==> src/rtl/div_pkg.sv <==
// Shared definitions for the divider front end.
// Holds the controller state encoding, the fill patterns for results that
// bypass the divider, and the width helper for request queue entries.
package div_pkg;

    // Controller states: wait for work, divider busy, result held for consumer.
    typedef enum logic [1:0] {
        ST_IDLE = 2'd0,
        ST_RUN  = 2'd1,
        ST_OUT  = 2'd2
    } div_state_e;

    // Divide by zero: quotient is every bit set, remainder is the dividend.
    localparam logic DZ_QUOTIENT_FILL   = 1'b1;
    localparam logic DZ_FLAG            = 1'b1;
    // Signed overflow (most negative / -1): quotient is the dividend, remainder zero.
    localparam logic OVF_REMAINDER_FILL = 1'b0;

    // A queued request carries the sign bit plus both operands.
    function automatic int entryWidth(input int dataW);
        return 2 * dataW + 1;
    endfunction

endpackage

==> src/rtl/div_req_fifo.sv <==
// Request queue for the divider front end.
// Ports:
//   clk, rst               clock and synchronous active-high reset
//   push_i, pushData_i     write request and entry (taken only when ready_o=1)
//   ready_o                registered "not full" flag, 0 during reset
//   pop_i, popData_o       read request and head entry
//   empty_o                registered "no entries" flag
module div_req_fifo #(
    parameter int WIDTH = 9,
    parameter int DEPTH = 4
) (
    input  logic             clk,
    input  logic             rst,
    input  logic             push_i,
    input  logic [WIDTH-1:0] pushData_i,
    output logic             ready_o,
    input  logic             pop_i,
    output logic [WIDTH-1:0] popData_o,
    output logic             empty_o
);

    // DEPTH is a power of two, so the pointers wrap by plain overflow.
    localparam int PTR_W = $clog2(DEPTH);
    localparam int CNT_W = $clog2(DEPTH + 1);

    logic [WIDTH-1:0] mem_q [DEPTH];
    logic [PTR_W-1:0] wrPtr_q;
    logic [PTR_W-1:0] rdPtr_q;
    logic [CNT_W-1:0] count_q;
    logic [CNT_W-1:0] count_d;
    logic             ready_q;
    logic             doPush;
    logic             doPop;

    // A push is gated only by the registered ready flag, so a pop in the
    // same cycle never frees a slot for a push into a full queue.
    assign doPush    = push_i && ready_q;
    assign doPop     = pop_i && (count_q != '0);
    assign ready_o   = ready_q;
    assign empty_o   = (count_q == '0);
    assign popData_o = mem_q[rdPtr_q];

    always_comb begin
        count_d = count_q;
        case ({doPush, doPop})
            2'b10:   count_d = count_q + CNT_W'(1);
            2'b01:   count_d = count_q - CNT_W'(1);
            default: count_d = count_q;
        endcase
    end

    // Ready is computed from the next count so it is a clean register output.
    always_ff @(posedge clk) begin
        if (rst) begin
            wrPtr_q <= '0;
            rdPtr_q <= '0;
            count_q <= '0;
            ready_q <= 1'b0;
        end else begin
            if (doPush) begin
                wrPtr_q <= wrPtr_q + PTR_W'(1);
            end
            if (doPop) begin
                rdPtr_q <= rdPtr_q + PTR_W'(1);
            end
            count_q <= count_d;
            ready_q <= (count_d != CNT_W'(DEPTH));
        end
    end

    always_ff @(posedge clk) begin
        if (doPush) begin
            mem_q[wrPtr_q] <= pushData_i;
        end
    end

endmodule

==> src/rtl/div_frontend.sv <==
// Front end for an external sequential divider.
// Queues requests, screens out divide-by-zero and signed overflow without
// starting the divider, runs the rest one at a time and holds each result
// until the consumer takes it. Results leave in request order.
// Ports:
//   clk, rst                                     clock, synchronous active-high reset
//   req_valid/req_ready, req_sign,
//   req_dividend, req_divisor                    request handshake and operands
//   res_valid/res_ready, res_quotient,
//   res_remainder, res_dz                        result handshake, values, div-by-zero flag
//   div_en, div_sign, div_dividend, div_divisor  drive the external divider
//   div_done, div_quotient, div_remainder        divider completion and results
module div_frontend #(
    parameter int DATA_W     = 32,
    parameter int FIFO_DEPTH = 4
) (
    input  logic              clk,
    input  logic              rst,
    input  logic              req_valid,
    output logic              req_ready,
    input  logic              req_sign,
    input  logic [DATA_W-1:0] req_dividend,
    input  logic [DATA_W-1:0] req_divisor,
    output logic              res_valid,
    input  logic              res_ready,
    output logic [DATA_W-1:0] res_quotient,
    output logic [DATA_W-1:0] res_remainder,
    output logic              res_dz,
    output logic              div_en,
    output logic              div_sign,
    output logic [DATA_W-1:0] div_dividend,
    output logic [DATA_W-1:0] div_divisor,
    input  logic              div_done,
    input  logic [DATA_W-1:0] div_quotient,
    input  logic [DATA_W-1:0] div_remainder
);
    import div_pkg::*;

    localparam int                ENTRY_W  = entryWidth(DATA_W);
    localparam logic [DATA_W-1:0] MOST_NEG = {1'b1, {(DATA_W-1){1'b0}}};

    div_state_e        state_q;
    div_state_e        state_d;

    logic              fifoReady;
    logic              fifoEmpty;
    logic              fifoPop;
    logic [ENTRY_W-1:0] fifoData;

    logic              entSign;
    logic [DATA_W-1:0] entDividend;
    logic [DATA_W-1:0] entDivisor;
    logic              entDivZero;
    logic              entOverflow;

    logic              divEn_q,         divEn_d;
    logic              divSign_q,       divSign_d;
    logic [DATA_W-1:0] divDividend_q,   divDividend_d;
    logic [DATA_W-1:0] divDivisor_q,    divDivisor_d;
    logic              resValid_q,      resValid_d;
    logic [DATA_W-1:0] resQuotient_q,   resQuotient_d;
    logic [DATA_W-1:0] resRemainder_q,  resRemainder_d;
    logic              resDz_q,         resDz_d;

    div_req_fifo #(
        .WIDTH (ENTRY_W),
        .DEPTH (FIFO_DEPTH)
    ) u_req_fifo (
        .clk        (clk),
        .rst        (rst),
        .push_i     (req_valid),
        .pushData_i ({req_sign, req_dividend, req_divisor}),
        .ready_o    (fifoReady),
        .pop_i      (fifoPop),
        .popData_o  (fifoData),
        .empty_o    (fifoEmpty)
    );

    assign entSign     = fifoData[ENTRY_W-1];
    assign entDividend = fifoData[2*DATA_W-1:DATA_W];
    assign entDivisor  = fifoData[DATA_W-1:0];
    assign entDivZero  = (entDivisor == '0);
    assign entOverflow = entSign && (entDividend == MOST_NEG) && (entDivisor == '1);

    // State register.
    always_ff @(posedge clk) begin
        if (rst) begin
            state_q <= ST_IDLE;
        end else begin
            state_q <= state_d;
        end
    end

    // Next state. Bypass cases skip RUN so the divider is never started for them.
    always_comb begin
        state_d = state_q;
        case (state_q)
            ST_IDLE: begin
                if (!fifoEmpty) begin
                    state_d = (entDivZero || entOverflow) ? ST_OUT : ST_RUN;
                end
            end
            ST_RUN: begin
                if (div_done) begin
                    state_d = ST_OUT;
                end
            end
            ST_OUT: begin
                if (res_ready) begin
                    state_d = ST_IDLE;
                end
            end
            default: state_d = ST_IDLE;
        endcase
    end

    // Output next values. Every output is registered below, so nothing on the
    // request side reaches the result ports combinationally. Returning through
    // IDLE after each result guarantees div_en drops between operations.
    always_comb begin
        fifoPop        = 1'b0;
        divEn_d        = divEn_q;
        divSign_d      = divSign_q;
        divDividend_d  = divDividend_q;
        divDivisor_d   = divDivisor_q;
        resValid_d     = resValid_q;
        resQuotient_d  = resQuotient_q;
        resRemainder_d = resRemainder_q;
        resDz_d        = resDz_q;
        case (state_q)
            ST_IDLE: begin
                if (!fifoEmpty) begin
                    fifoPop       = 1'b1;
                    divSign_d     = entSign;
                    divDividend_d = entDividend;
                    divDivisor_d  = entDivisor;
                    if (entDivZero) begin
                        resQuotient_d  = {DATA_W{DZ_QUOTIENT_FILL}};
                        resRemainder_d = entDividend;
                        resDz_d        = DZ_FLAG;
                        resValid_d     = 1'b1;
                    end else if (entOverflow) begin
                        resQuotient_d  = entDividend;
                        resRemainder_d = {DATA_W{OVF_REMAINDER_FILL}};
                        resDz_d        = ~DZ_FLAG;
                        resValid_d     = 1'b1;
                    end else begin
                        divEn_d = 1'b1;
                    end
                end
            end
            ST_RUN: begin
                if (div_done) begin
                    divEn_d        = 1'b0;
                    resQuotient_d  = div_quotient;
                    resRemainder_d = div_remainder;
                    resDz_d        = 1'b0;
                    resValid_d     = 1'b1;
                end
            end
            ST_OUT: begin
                if (res_ready) begin
                    resValid_d = 1'b0;
                end
            end
            default: begin
                divEn_d    = 1'b0;
                resValid_d = 1'b0;
            end
        endcase
    end

    // Output registers; reset discards any in-flight or held result.
    always_ff @(posedge clk) begin
        if (rst) begin
            divEn_q        <= 1'b0;
            divSign_q      <= 1'b0;
            divDividend_q  <= '0;
            divDivisor_q   <= '0;
            resValid_q     <= 1'b0;
            resQuotient_q  <= '0;
            resRemainder_q <= '0;
            resDz_q        <= 1'b0;
        end else begin
            divEn_q        <= divEn_d;
            divSign_q      <= divSign_d;
            divDividend_q  <= divDividend_d;
            divDivisor_q   <= divDivisor_d;
            resValid_q     <= resValid_d;
            resQuotient_q  <= resQuotient_d;
            resRemainder_q <= resRemainder_d;
            resDz_q        <= resDz_d;
        end
    end

    assign req_ready     = fifoReady;
    assign res_valid     = resValid_q;
    assign res_quotient  = resQuotient_q;
    assign res_remainder = resRemainder_q;
    assign res_dz        = resDz_q;
    assign div_en        = divEn_q;
    assign div_sign      = divSign_q;
    assign div_dividend  = divDividend_q;
    assign div_divisor   = divDivisor_q;

endmodule

==> config.mk <==
export PLATFORM = sky130hd
export DESIGN_NAME = div_frontend
export DESIGN_NICKNAME = d
export VERILOG_FILES = /design/src/rtl/div_pkg.sv /design/src/rtl/div_req_fifo.sv /design/src/rtl/div_frontend.sv
export SDC_FILE = /design/constraint.sdc
export NUM_CORES = 1
export LEC_CHECK = 0
export ABC_AREA = 0
export BUFFER_PORTS_ARGS = -buffer_cell sky130_fd_sc_hd__buf_2
export CORE_MARGIN = 5
export CORE_UTILIZATION = 51
export CTS_CLUSTER_DIAMETER = 40
export DETAILED_ROUTE_END_ITERATION = 6
export PLACE_DENSITY = 0.76
export RECOVER_POWER = 100
export SLEW_MARGIN = 20
export SYNTH_ARGS = -nofsm -noshare
export SYNTH_HDL_FRONTEND = slang
export SYNTH_SLANG_ARGS = --single-unit
==> constraint.sdc <==
create_clock -name clk -period 3 [get_ports clk]
set_input_delay 0.75 -clock clk [delete_from_list [all_inputs] [get_ports clk]]
set_output_delay 0.75 -clock clk [all_outputs]
set_load 0.005 [all_outputs]
==> results of run 1 <==
## synth_stat cells, types with 3 or more instances
cell type / n / area [um2]
sky130_fd_sc_hd__a21oi_1: 116 / 580.6
sky130_fd_sc_hd__and3_1: 4 / 25.02
sky130_fd_sc_hd__xnor2_1: 3 / 26.28
sky130_fd_sc_hd__a211oi_1: 16 / 120.1
sky130_fd_sc_hd__o21ai_0: 20 / 100.1
sky130_fd_sc_hd__nor2_1: 46 / 172.7
sky130_fd_sc_hd__o21ai_1: 15 / 75.07
sky130_fd_sc_hd__buf_1: 4 / 15.01
sky130_fd_sc_hd__dfxtp_1: 144 / 2883
sky130_fd_sc_hd__buf_6: 9 / 101.4
sky130_fd_sc_hd__buf_2: 12 / 60.06
sky130_fd_sc_hd__nor3_1: 4 / 20.02
sky130_fd_sc_hd__buf_4: 3 / 22.52
sky130_fd_sc_hd__edfxtp_1: 260 / 7807
sky130_fd_sc_hd__inv_1: 7 / 26.28
sky130_fd_sc_hd__o2111ai_1: 32 / 280.3
sky130_fd_sc_hd__nand4_1: 8 / 50.05
sky130_fd_sc_hd__a211oi_2: 17 / 212.7
sky130_fd_sc_hd__nand2_1: 171 / 641.9
sky130_fd_sc_hd__clkbuf_1: 55 / 206.5
sky130_fd_sc_hd__mux4_2: 65 / 1464
sky130_fd_sc_hd__nor4_1: 14 / 87.58
sky130_fd_sc_hd__nand3_1: 3 / 15.01
sky130_fd_sc_hd__a21oi_2: 17 / 148.9
sky130_fd_sc_hd__xor2_1: 3 / 26.28
sky130_fd_sc_hd__ha_1: 5 / 62.56
sky130_fd_sc_hd__a22oi_1: 32 / 240.2
## metal layers
layer | part of all wire | track usage | wire length [um] | vias up
li1 | - | - | - | 5037
met5 | 0.0015 | 0 | 71 | -
met3 | 0.11 | 0.07211 | 4996 | 153
met4 | 0.051 | 0.1180 | 2388 | 10
met1 | 0.37 | 0.3368 | 17190 | 5644
met2 | 0.47 | 0.4066 | 22190 | 684
## per-stage QoR
stage / TNS [ns] / setup slack (ns) / hold slack [ns] / cell area, um2 / power, uW
finish: -18.98 / -0.3295 / 0.4407 / 20550 / 21930
global route: -27.38 / -0.4558 / 0.4364 / 20540 / 22920
detailed placement: -34.09 / -0.5789 / 0.4450 / 18150 / 14920
floorplan: 0 / 0.04605 / 0.4527 / 15710 / 11700
global placement: -29.43 / -0.5095 / 0.4410 / 18150 / 14760
CTS: -9.680 / -0.1842 / 0.3778 / 20150 / 21330
## state kept, by name, summed over array words and instances, names as in the netlist, named ones only
register,count
div_dividend,32
div_divisor,32
div_en,1
div_sign,1
res_dz,1
res_quotient,32
res_remainder,32
res_valid,1
state_q,2
u_req_fifo.count_q,3
u_req_fifo.mem_q,260
u_req_fifo.rdPtr_q,2
u_req_fifo.ready_o,1
u_req_fifo.wrPtr_q,2
## cell families after synthesis
logic type      count (synthesis)
flops                         404
compound gates                271
simple gates                  263
buf+inv                        93
mux                            66
xor+xnor                        6
fa+ha+maj                       6
## how the worst max path moves through the flow
stage                     cells after the start                        endpoint
after floorplan                              10  res_remainder[21]$_SDFFE_PP0P_
after global placement                       10   res_quotient[27]$_SDFFE_PP0P_
after detailed placement                     10    res_quotient[8]$_SDFFE_PP0P_
after CTS                                    11   res_remainder[1]$_SDFFE_PP0P_
after global routing                         13   res_quotient[15]$_SDFFE_PP0P_
final                                        13   res_quotient[18]$_SDFFE_PP0P_
## power breakdown
part / leakage, uW / internal, uW / switching [uW] / total, uW
Sequential: 0.00354 / 6960 / 546 / 7500
Combinational: 0.00317 / 3570 / 4790 / 8360
Clock: 0.000830 / 3700 / 2370 / 6060
## timing repair
action / 4_1_cts / 5_1_grt
buffers inserted: 12 / 14
endpoints found under the setup margin: 69 / 67
cloned: 3 / 9
pin swaps: 44 / 29
hold endpoints to repair: 0 / 0
gates resized for setup: 30 / 29
## cell type report
class,count,area [um2]
Clock buffer,57,1308
Tap cell,396,495.5
Sequential cell,404,10700
Fill cell,2081,9963
Antenna cell,5,12.51
Timing Repair Buffer,418,2873
Clock inverter,33,394.1
Inverter,8,30.03
Multi-Input combinational cell,612,4738
==> flow_metrics.env, run 1 <==
export IMPL_synth_cell_type_count=47
export IMPL_max_cap_violations=0
export IMPL_min_from="req_divisor[7]"
export IMPL_clk_insertion_delay_late_ns=0.57
export IMPL_drive_gt1_frac=0.3734
export IMPL_final_common_cell="sky130_fd_sc_hd__edfxtp_1"
export IMPL_fp_coreArea_um2=30510
export IMPL_cp_arrival_ns=3.81
export IMPL_synth_cells=1109
export IMPL_tritoncts_clock_tree="built"
export IMPL_run_status="complete, but fails checks"
export IMPL_cts_buffers_inserted=48
export IMPL_final_hold_viol_count=0
export IMPL_setup_slack_ns=-0.3295
export IMPL_synth_top_family_by_area="compound AO/OA/AOI/OAI gates"
export IMPL_final_slew_viol_count=0
export IMPL_routed_via_density=5.964
export IMPL_grtUsageTotal=0.2581
export IMPL_r2r_end="res_quotient[18]$_SDFFE_PP0P_"
export IMPL_timing_setup_critical_path_class="flip-flop to flip-flop"
export IMPL_routed_via_count=11530
export IMPL_fmaxAchievable_ghz=0.3003
export IMPL_grt_pass1_wl_mm=67.15
export IMPL_ctsRootBufferMaster="sky130_fd_sc_hd__clkbuf_16"
export IMPL_timing_final_setup_violations=67
export IMPL_final_instance_count_excl_fill=1933
export IMPL_drtPass1Iterations=6
export IMPL_most_common_layout_cells="sky130_fd_sc_hd__edfxtp_1 (260), sky130_fd_sc_hd__buf_2 (200), sky130_fd_sc_hd__nand2_1 (171)"
export IMPL_area_growth_syn_to_layout_pct=30.81
export IMPL_post_synth_instance_area_um2=15710
export IMPL_power_per_cell_area_nw_per_um2=1067
export IMPL_synth_mux_area_frac=0.09384
export IMPL_cp_data_required_time_ns=3.48
export IMPL_clock_skew_ns=0.02605
export IMPL_violations_in_the_final_reports="setup timing"
export IMPL_synth_edff_count=260
export IMPL_gpl_final_weighted_congestion=0.8998
export IMPL_top_level_ports=267
export IMPL_maximum_level_of_the_cts_h_tree=2
export IMPL_cts_sink_count=404
export IMPL_die_height_um=185.5
export IMPL_drc=0
export IMPL_crit_path_top_delay_cell="sky130_fd_sc_hd__mux4_2"
export IMPL_ff2ff_path_depth=13
export IMPL_initial_core_utilization=0.5148
export IMPL_routed_wl_mm=46.83
export IMPL_relSlewSlack=0.4539
export IMPL_max_stage_delay_ns=0.54
export IMPL_hold_path_depth=1
export IMPL_grt_start_max_net_pins=68
export IMPL_timing_final_crit_period_ns=3.329
export IMPL_synthesis_area_per_instance_um2=14.16
export IMPL_synth_ff_type="sky130_fd_sc_hd__edfxtp_1"
export IMPL_critPathLaunchType="flip-flop"
export IMPL_drt_antenna_violating_nets=0
export IMPL_worstMarginPinSlew_ns=0.8192
export IMPL_synth_area_in_compound_gates=0.1158
export IMPL_number_of_global_route_vias_before_repair=11160
export IMPL_grt_remaining_overflow=0
export IMPL_cell_by_cell_listing_of_the_critical_path="buf_12 > buf_12 > mux4_2 > nand4b_1 > nor4_2 > buf_4 > nand4_1 > buf_6 > o311ai_4 > buf_6 > clkbuf_16 > o2111ai_1 > a21oi_1"
export IMPL_worst_ir_drop_vdd_v=0.0007081
export IMPL_grt_antenna_before_repair=9
export IMPL_worst_hold_path_ep="u_req_fifo.mem_q[0][7]$_DFFE_PP_"
export IMPL_final_cycle_utilization_of_the_critical_path=1.110
export IMPL_die_area_um2=34410
export IMPL_yosysSeqAreaShare=0.6806
export IMPL_hold_path_class="input port to flip-flop"
export IMPL_first_iter_violations=1184
export IMPL_clkTransAtPathRegs_ns=0.06
export IMPL_setup_reg_to_reg_worst_slack_ns=-0.33
export IMPL_critPathTopFamily="buffers and inverters"
export IMPL_path_max_fanout=7
export IMPL_cts_path_max_buffers=3
export IMPL_port_buffers=266
export IMPL_grt_setup_unrepaired="yes"
export IMPL_design_final_nets=1632
export IMPL_postSynthNetCount=1249
export IMPL_synth_warning_count=0
export IMPL_cts_hold_buffers=0
export IMPL_core_rowCount=64
export IMPL_dpl_cell_count=1801
export IMPL_post_synth_fa_ha_maj_area_fraction=0.005258
export IMPL_die_w_um=185.5
export IMPL_timing_critical_path_to_type="flip-flop"
export IMPL_wl_per_cell_um=24.23
export IMPL_ys_ff_latch=404
export IMPL_synth_xor_area_share=0.003346
export IMPL_critPathBufInv=6
export IMPL_power_static_leakage_uw=0.007543
export IMPL_synth_simple_gate_area_frac=0.07114
export IMPL_asyncSetResetFlopFracSynth=0
export IMPL_hpwlAfterDp_mm=30.26
export IMPL_layout_core_utilization=0.6734
No activity file was read; power rests on OpenSTA's default activity.
==> inputs of run 2 (changes only) <==
--- a/config.mk
+++ b/config.mk
@@ -16,4 +16,5 @@
 export SLEW_MARGIN = 20
 export SYNTH_ARGS = -nofsm -noshare
 export SYNTH_HDL_FRONTEND = slang
+export SYNTH_HIERARCHICAL = 1
 export SYNTH_SLANG_ARGS = --single-unit
==> run 2 against run 1 <==
The run still ends with setup timing left. First-iteration DRC count decreased by 21%. Clock power increased by 2%. Clock skew shrank 0.013 ns. Sequential share of layout area is 1.6 points lower. Sequential power shrank 3%. Worst hold slack improved by 0.0096 ns. Final cell count rose by 4.5%. Die area is 0.83% higher. Register-to-register slack lost 0.16 ns. Synthesized cell count rose by 6.3%. Clock-buffer cell count is 8 higher. Largest power group unchanged. Highest routed layer unchanged.
==> flow_metrics.env, run 2 <==
export IMPL_critPathLaunchType="flip-flop"
export IMPL_hold_path_depth=2
export IMPL_violations_in_the_final_reports="setup timing"
export IMPL_initial_core_utilization=0.5166
export IMPL_routed_via_density=5.969
export IMPL_grtUsageTotal=0.2622
export IMPL_gpl_final_weighted_congestion=0.8925
export IMPL_final_slew_viol_count=0
export IMPL_synth_ff_type="sky130_fd_sc_hd__edfxtp_1"
export IMPL_final_cycle_utilization_of_the_critical_path=1.163
export IMPL_number_of_global_route_vias_before_repair=11850
export IMPL_grt_remaining_overflow=0
export IMPL_power_per_cell_area_nw_per_um2=1002
export IMPL_die_area_um2=34690
export IMPL_synth_cell_type_count=42
export IMPL_run_status="complete, but fails checks"
export IMPL_synth_area_leaders="sky130_fd_sc_hd__edfxtp_1 (49%), sky130_fd_sc_hd__dfxtp_1 (18%), sky130_fd_sc_hd__mux4_2 (9.2%)"
export IMPL_netlist_area_leader_share=0.4928
export IMPL_postSynthNetCount=1319
export IMPL_max_cap_violations=0
export IMPL_final_instance_count_excl_fill=2020
export IMPL_synth_warning_count=6
export IMPL_routed_via_count=12060
export IMPL_dpl_cell_count=1877
export IMPL_ff2ff_path_depth=14
export IMPL_cp_arrival_ns=3.96
export IMPL_top_level_ports=267
export IMPL_grt_antenna_before_repair=5
export IMPL_cts_path_max_buffers=3
export IMPL_port_buffers=266
export IMPL_power_static_leakage_uw=0.007626
export IMPL_dp_worst_setup_slack_ns=-0.5261
export IMPL_fp_coreArea_um2=30670
export IMPL_grt_setup_unrepaired="yes"
export IMPL_post_synth_instance_area_um2=15840
export IMPL_largest_register_ffs=260
export IMPL_first_iter_violations=936
export IMPL_path_max_fanout=6
export IMPL_r2r_end="res_quotient[20]$_SDFFE_PP0P_"
export IMPL_area_growth_syn_to_layout_pct=33.69
export IMPL_yosysSeqAreaShare=0.6747
export IMPL_clkTransAtPathRegs_ns=0.06
export IMPL_layout_core_utilization=0.6906
export IMPL_final_common_cell="sky130_fd_sc_hd__edfxtp_1"
export IMPL_relSlewSlack=0.3617
export IMPL_wl_per_cell_um=23.45
export IMPL_register_ranked_first_by_flip_flop_count="u_req_fifo/mem_q"
export IMPL_clk_insertion_delay_late_ns=0.55
export IMPL_ys_ff_latch=404
export IMPL_routed_wl_mm=47.36
export IMPL_setup_reg_to_reg_worst_slack_ns=-0.49
export IMPL_clock_skew_ns=0.01336
export IMPL_drt_antenna_violating_nets=0
export IMPL_drtPass1Iterations=6
export IMPL_final_hold_viol_count=0
export IMPL_cts_buffers_inserted=51
export IMPL_cts_sink_count=404
export IMPL_most_common_layout_cells="sky130_fd_sc_hd__edfxtp_1 (260), sky130_fd_sc_hd__buf_2 (200), sky130_fd_sc_hd__nand2_1 (166)"
export IMPL_drive_gt1_frac=0.3755
export IMPL_tritoncts_clock_tree="built"
export IMPL_synthesis_area_per_instance_um2=13.44
export IMPL_timing_critical_path_to_type="flip-flop"
export IMPL_drc=0
export IMPL_asyncSetResetFlopFracSynth=0
export IMPL_timing_final_setup_violations=67
export IMPL_synth_top_area_cell="sky130_fd_sc_hd__edfxtp_1"
export IMPL_netlist_top_cells_count="sky130_fd_sc_hd__edfxtp_1 (260), sky130_fd_sc_hd__nand2_1 (167), sky130_fd_sc_hd__dfxtp_1 (144)"
export IMPL_fmaxAchievable_ghz=0.2865
export IMPL_cts_hold_buffers=0
export IMPL_design_final_nets=1720
export IMPL_cp_data_required_time_ns=3.47
export IMPL_die_w_um=186.3
export IMPL_timing_final_crit_period_ns=3.490
export IMPL_grt_pass1_wl_mm=69.72
export IMPL_critical_path_endpoint="res_quotient[20]$_SDFFE_PP0P_"
export IMPL_hold_path_class="flip-flop to flip-flop"
export IMPL_core_rowCount=64
export IMPL_setup_slack_ns=-0.4905
export IMPL_synth_edff_count=260
export IMPL_timing_setup_critical_path_class="flip-flop to flip-flop"
export IMPL_ctsRootBufferMaster="sky130_fd_sc_hd__clkbuf_16"
export IMPL_die_height_um=186.3
export IMPL_synthMostInstantiatedCell="sky130_fd_sc_hd__edfxtp_1"
export IMPL_worstMarginPinSlew_ns=0.9574
export IMPL_worst_ir_drop_vdd_v=0.0006842
export IMPL_grt_start_max_net_pins=85
export IMPL_synth_cells=1179
export IMPL_hpwlAfterDp_mm=29.48
export IMPL_maximum_level_of_the_cts_h_tree=2
[run 2: metal layers]
metal | GRT usage | wire length (um) | up-vias
li1 | - | - | 5323
met1 | 0.3473 | 17700 | 5871
met2 | 0.4383 | 23160 | 726
met3 | 0.05484 | 4781 | 130
met4 | 0.08540 | 1671 | 8
met5 | 0 | 55 | -
[run 2: cells by family after synthesis]
family                   Yosys count  share of synthesized area
flip-flops                       404                     0.6747
AND/OR/NAND/NOR                  356                     0.1067
AO/OA/AOI/OAI                    244                    0.08687
buffers and inverters            100                    0.03190
multiplexers                      65                    0.09239
adder cells (fa/ha/maj)            6                   0.005212
XOR/XNOR                           4                   0.002212
[run 2: worst min path at each step]
stage	start	end	slack, ns
4_1_cts	req_divisor[0]	u_req_fifo/mem_q[2][0]$_DFFE_PP_	0.40
5_1_grt	req_divisor[0]	u_req_fifo/mem_q[1][0]$_DFFE_PP_	0.46
3_3_place_gp	div_divisor[9]$_SDFFE_PP0P_	div_divisor[9]$_SDFFE_PP0P_	0.44
3_5_place_dp	div_divisor[6]$_SDFFE_PP0P_	div_divisor[6]$_SDFFE_PP0P_	0.44
2_1_floorplan	div_dividend[0]$_SDFFE_PP0P_	div_dividend[0]$_SDFFE_PP0P_	0.45
6_report	div_divisor[6]$_SDFFE_PP0P_	div_divisor[6]$_SDFFE_PP0P_	0.45
[run 2: worst max-delay path, cell delays in order, from the launching register on]
cell	delay, ns
sky130_fd_sc_hd__dfxtp_4	0.40
sky130_fd_sc_hd__buf_6	0.15
sky130_fd_sc_hd__buf_16	0.15
sky130_fd_sc_hd__buf_16	0.13
sky130_fd_sc_hd__mux4_2	0.55
sky130_fd_sc_hd__nor4_4	0.30
sky130_fd_sc_hd__nand4_1	0.20
sky130_fd_sc_hd__buf_4	0.20
sky130_fd_sc_hd__nor2_4	0.16
sky130_fd_sc_hd__buf_12	0.17
sky130_fd_sc_hd__buf_6	0.12
sky130_fd_sc_hd__buf_6	0.09
sky130_fd_sc_hd__nor3_1	0.04
sky130_fd_sc_hd__or4_1	0.54
sky130_fd_sc_hd__a21oi_2	0.20
[run 2: stage by stage]
step,cell area [um2],hold slack [ns],total power [uW],TNS (ns)
detailed placement,18430,0.4442,13970,-30.86
finish,21180,0.4504,21220,-24.06
CTS,20990,0.3970,20930,-16.81
global route,21180,0.4622,22190,-31.56
floorplan,15900,0.4527,11170,-6.701
global placement,18430,0.4411,13800,-26.84
[run 2: layout make-up]
class | instances | area [um2]
diodes | 2 | 5.005
well taps | 396 | 495.5
fillers | 2125 | 9488
flip-flops and latches | 404 | 10700
multi-input cells | 684 | 5215
clock inverters | 30 | 311.5
clock buffers | 65 | 1434
repair buffers | 430 | 2989
inverters | 9 | 33.78
[run 2: what timing repair did]
item / in CTS / in global routing
resized for setup: 86 / 46
pin swaps: 32 / 22
cloned: 13 / 3
buffers inserted: 26 / 8
endpoints found under the hold margin: 0 / 0
endpoints found under the setup margin: 69 / 69
[run 2: report_power, final]
part	internal (uW)	total [uW]	leakage [uW]	switching (uW)
Clock	3710	6180	0.000844	2470
Combinational	3340	7730	0.00324	4390
Sequential	6880	7300	0.00354	425
Total	13900	21200	0.00763	7290
